===== config.mk =====
export PLATFORM = sky130hd
export DESIGN_NAME = ifu_axil_fetch
export DESIGN_NICKNAME = d
export VERILOG_FILES = /design/src/rtl/cpu_pkg.sv /design/src/rtl/ifu_axil_fetch.sv
export SDC_FILE = /design/constraint.sdc
export NUM_CORES = 1
export LEC_CHECK = 0
export CAP_MARGIN = 40
export CORE_ASPECT_RATIO = 1.1
export CORE_UTILIZATION = 43
export DETAILED_ROUTE_END_ITERATION = 12
export PLACE_DENSITY = 0.86
export SYNTH_ARGS = -nofsm -noshare
export SYNTH_HDL_FRONTEND = slang
export SYNTH_SLANG_ARGS = --single-unit

===== constraint.sdc =====
create_clock -name clk -period 6.5 [get_ports clk]
set_input_delay 1.3 -clock clk [delete_from_list [all_inputs] [get_ports clk]]
set_output_delay 1.3 -clock clk [all_outputs]
set_load 0.1 [all_outputs]

===== src/rtl/cpu_pkg.sv =====
// Shared definitions for the instruction fetch path: fetch FSM states,
// AXI response codes and the NOP encoding used as the idle instruction.
package cpu_pkg;

  localparam int unsigned INST_WIDTH = 32;
  localparam int unsigned RESP_WIDTH = 2;

  typedef enum logic [1:0] {
    ST_IDLE = 2'd0,
    ST_ADDR = 2'd1,
    ST_DATA = 2'd2,
    ST_HOLD = 2'd3
  } fetch_state_e;

  localparam logic [RESP_WIDTH-1:0] RESP_OKAY   = 2'd0;
  localparam logic [RESP_WIDTH-1:0] RESP_SLVERR = 2'd2;
  localparam logic [RESP_WIDTH-1:0] RESP_DECERR = 2'd3;

  localparam logic [INST_WIDTH-1:0] NOP_INST = 32'h0000_0013;

endpackage


===== src/rtl/ifu_axil_fetch.sv =====
// Single-outstanding instruction fetch: one AXI4-Lite read per request,
// result held toward decode until accepted. Flushed reads drain silently.
module ifu_axil_fetch
  import cpu_pkg::*;
#(
  parameter int unsigned           ADDR_WIDTH = 32,
  parameter int unsigned           DATA_WIDTH = 32,
  parameter logic [DATA_WIDTH-1:0] RESET_INST = DATA_WIDTH'(NOP_INST)
) (
  input  logic                  clk,
  input  logic                  rst,
  input  logic                  req_valid,
  input  logic [ADDR_WIDTH-1:0] req_pc,
  output logic                  req_ready,
  input  logic                  flush,
  output logic [ADDR_WIDTH-1:0] araddr,
  output logic                  arvalid,
  input  logic                  arready,
  input  logic [DATA_WIDTH-1:0] rdata,
  input  logic [1:0]            rresp,
  input  logic                  rvalid,
  output logic                  rready,
  output logic [DATA_WIDTH-1:0] inst,
  output logic [ADDR_WIDTH-1:0] pc,
  output logic                  fault,
  output logic                  valid,
  input  logic                  ready
);

  fetch_state_e          r_state, w_state_nx;
  logic                  r_drop, w_drop_nx;
  logic [ADDR_WIDTH-1:0] r_pc, w_pc_nx;
  logic [ADDR_WIDTH-1:0] r_araddr, w_araddr_nx;
  logic [DATA_WIDTH-1:0] r_inst, w_inst_nx;
  logic                  r_fault, w_fault_nx;
  logic                  r_valid, r_arvalid, r_rready, r_req_ready;

  // Next-state and payload; handshake outputs follow directly from next state.
  always_comb begin
    w_state_nx  = r_state;
    w_drop_nx   = r_drop;
    w_pc_nx     = r_pc;
    w_araddr_nx = r_araddr;
    w_inst_nx   = r_inst;
    w_fault_nx  = r_fault;
    unique case (r_state)
      ST_IDLE: begin
        if (!flush && req_valid) begin
          w_pc_nx     = req_pc;
          w_araddr_nx = req_pc;
          if (req_pc[1:0] != 2'b00) begin
            w_state_nx = ST_HOLD;
            w_fault_nx = 1'b1;
            w_inst_nx  = RESET_INST;
          end else begin
            w_state_nx = ST_ADDR;
          end
        end
      end
      ST_ADDR: begin
        // An issued AR cannot be withdrawn; remember to discard its beat.
        if (flush)   w_drop_nx  = 1'b1;
        if (arready) w_state_nx = ST_DATA;
      end
      ST_DATA: begin
        if (flush) w_drop_nx = 1'b1;
        if (rvalid) begin
          if (r_drop || flush) begin
            w_state_nx = ST_IDLE;
            w_drop_nx  = 1'b0;
          end else begin
            w_state_nx = ST_HOLD;
            w_fault_nx = (rresp != RESP_OKAY);
            w_inst_nx  = (rresp != RESP_OKAY) ? RESET_INST : rdata;
          end
        end
      end
      ST_HOLD: begin
        if (flush || ready) begin
          w_state_nx = ST_IDLE;
          w_fault_nx = 1'b0;
          w_inst_nx  = RESET_INST;
        end
      end
      default: w_state_nx = ST_IDLE;
    endcase
  end

  always_ff @(posedge clk or posedge rst) begin
    if (rst) begin
      r_state     <= ST_IDLE;
      r_drop      <= 1'b0;
      r_pc        <= '0;
      r_araddr    <= '0;
      r_inst      <= RESET_INST;
      r_fault     <= 1'b0;
      r_valid     <= 1'b0;
      r_arvalid   <= 1'b0;
      r_rready    <= 1'b0;
      r_req_ready <= 1'b1;
    end else begin
      r_state     <= w_state_nx;
      r_drop      <= w_drop_nx;
      r_pc        <= w_pc_nx;
      r_araddr    <= w_araddr_nx;
      r_inst      <= w_inst_nx;
      r_fault     <= w_fault_nx;
      r_valid     <= (w_state_nx == ST_HOLD);
      r_arvalid   <= (w_state_nx == ST_ADDR);
      r_rready    <= (w_state_nx == ST_DATA);
      r_req_ready <= (w_state_nx == ST_IDLE);
    end
  end

  assign req_ready = r_req_ready;
  assign araddr    = r_araddr;
  assign arvalid   = r_arvalid;
  assign rready    = r_rready;
  assign inst      = r_inst;
  assign pc        = r_pc;
  assign fault     = r_fault;
  assign valid     = r_valid;

  // A read beat outside the data phase is a slave protocol violation.
  a_rvalid_in_data: assert property (@(posedge clk) disable iff (rst)
    rvalid |-> (r_state == ST_DATA));

endmodule


==> results.md <==
* Most frequent cells after synthesis: 68 x dfrtp_1, 35 x inv_1, 35 x mux2_2
* Drt drc at 0
* Post-Route WL at 12900 µm
* CTS clock-pin slew for the worst setup and hold paths at 0.07 ns
* Num CTS Buffers at 9
* Post-CTS Setup Bufs at 0
* Core Rows at 33
* Finished Core Util at 0.900
* Max_slew headroom at 0.582
* Ant diodes at 0
* I/O pins at 174
* Count leader, synth: dfrtp_1
* Vias in the first global route at 3469
* First-pass GRT wire length at 19700 µm
* Critical Path, Cell by Cell: clkdlybuf4s50_1, nor2b_4, nand2_1, buf_4, mux2_2
* Detailed Route Iter0 Violations at 139
* Worst-Skew Late Latency at 0.35 ns
* Hpwl dp at 9490 µm
* Hold Fails Final Rpt at 0
* Die H at 94.1 µm
* R2r startpoint: r_state[0]
* Kind of end point of the critical path: flip-flop
* CTS root buf: clkbuf_8
* Cts hold-fix bufs at 0
* Core ar. at 7470 µm²
* Final Critical Period at 3.09 ns
* Port bufs at 173
* Status: completed
* TritonRoute pass-1 iters at 4
* Mapped Nets at 357
* Bufs on Longest Clock Path at 2
* Initial core utilization at 0.443
* Ys Warns at 0
* Cells on worst reg2reg path at 7
* Async SR Flop Fraction at 1.00
* Clock Skew at 0.0114 ns
* Max incr delay on CP at 0.68 ns
* Top delay family on crit path: buffers and inverters
* Syn_area_per_cell at 11.9 µm²
* Critical Path RT at 6.72 ns
* Area Growth Syn to Fin at 103%
* Setup TNS at 0 ns
* Max-slew violations at 0
* Synth unique cells at 30
* Worst Setup SP: flush
* Yosys reg bits at 72
* Max Cap Violations at 0
* Area leader, netlist: dfrtp_1
* H-tree levels at 3
* Final period util at 0.475
* Worst hold path depth at 2
* Slowest CP cell: clkdlybuf4s50_1
* DR vias at 3140
* Via/cell ratio at 4.93
* Die Wd at 85.7 µm
* RSZ-0062 raised after global routing: no
* CP Class: in2reg
* Max FO, Critical Path at 20
* Slew at the pin closest to its max-slew limit at 0.627 ns
* Final setup violation count at 0
* Overflow after GRT at 0
* WL/cell at 20.3 µm
* Detail Route Antenna Nets at 0
* Top post-synthesis cells by area: dfrtp_1 51%, mux2_2 12%, mux2i_1 8.8%
* Number of synthesized flops with an enable pin at 0
* Die Area at 8060 µm²
* CTS tree: yes
* WP buf/inv at 2
* Largest net degree at the start of global routing at 39
* Post-layout net count at 606
* Prevailing post-synth register cell: dfrtp_1
* Placer Congestion at 0.911
* All-layer global routing usage at 0.337
* Post-cts resize count at 0
* Mapped Area at 3310 µm²
* Cells after Synth at 279
* Register area share after synthesis at 0.545
* Crit path DAT at 3.31 ns
* Clock sinks at 72
* Layout cells sized above 1 at 0.312
* CP Depth at 5
* CP startpoint kind: input port
* Initial antenna violation count at 0
* Worst hold start: inst[31]
* Max Fclk at 0.324 GHz
* Worst hold path class: reg2reg
* Synth top area share at 0.513
[metal layers]
layer  share of wire  GRT usage  up-vias
met5               0          0        -
met4           0.043      0.175        0
met3           0.055     0.0580       46
met2            0.54      0.627      201
met1            0.36      0.363     1530
li1                -          -     1363
[flip-flops by register name (all words and copies together), names as in the netlist]
signal	flops
r_drop	1
araddr	32
rready	1
r_state	2
valid	1
req_ready	1
fault	1
arvalid	1
inst	32
[final cells by class]
type                            instances  area, µm²
Clock inverter                          3       17.5
Inverter                               35        131
Tap cell                              105        131
Clock buffer                           12        155
Timing Repair Buffer                  280       3410
Sequential cell                        72       1810
Fill cell                             289        747
Multi-Input combinational cell        130       1080
[cell usage in the layout, fill, tap and decap left out, drive strengths merged]
cell,instances
a2111o,1
a21o,1
a21oi,4
a31oi,2
a32oi,1
and2,2
and3b,1
buf,107
clkbuf,12
clkdlybuf4s50,173
clkinv,2
clkinvlp,1
dfrtp,68
dfstp,4
ha,5
inv,35
mux2,36
mux2i,29
nand2,31
nand2b,4
nor2,3
nor2b,3
nor3,1
nor3b,1
o21a,1
o21ai,2
o31ai,1
o32ai,1
[path summary, 6_finish.rpt]
kind	endpoint	slack, ns
setup / recovery	araddr[11]	3.41
hold / removal	inst[31]	0.53
setup reg to reg	inst[1]	4.21
hold reg to reg	inst[31]	0.53
max in group asynchronous	req_ready	4.45
min in group asynchronous	araddr[21]	1.41
[kinds of logic after synthesis]
logic type      Yosys count  share of synthesized area
flops                    72                      0.545
simple gates             46                     0.0642
fa+ha+maj                 5                     0.0189
buf+inv                  77                      0.131
compound gates           14                     0.0294
mux                      65                      0.211
[through the flow]
| stage | cell area (µm²) | setup slack, ns | cells | hold WS [ns] |
|---|---|---|---|---|
| after floorplan | 3310 | 3.38 | 279 | 0.532 |
| after CTS | 6730 | 3.46 | 637 | 0.532 |
| after global placement | 4900 | 3.04 | 518 | 0.500 |
| after detailed placement | 6550 | 3.13 | 622 | 0.509 |
| after global routing | 6730 | 3.36 | 637 | 0.554 |
| final | 6730 | 3.41 | 637 | 0.526 |
[worst min-delay path: stages (launching register included)]
cell and delay (ns):
dfrtp_1 0.38, inv_1 0.05, mux2i_1 0.05
Power is not shown: default switching activity piles up to over one toggle a cycle in this logic, so the estimate is an artifact.
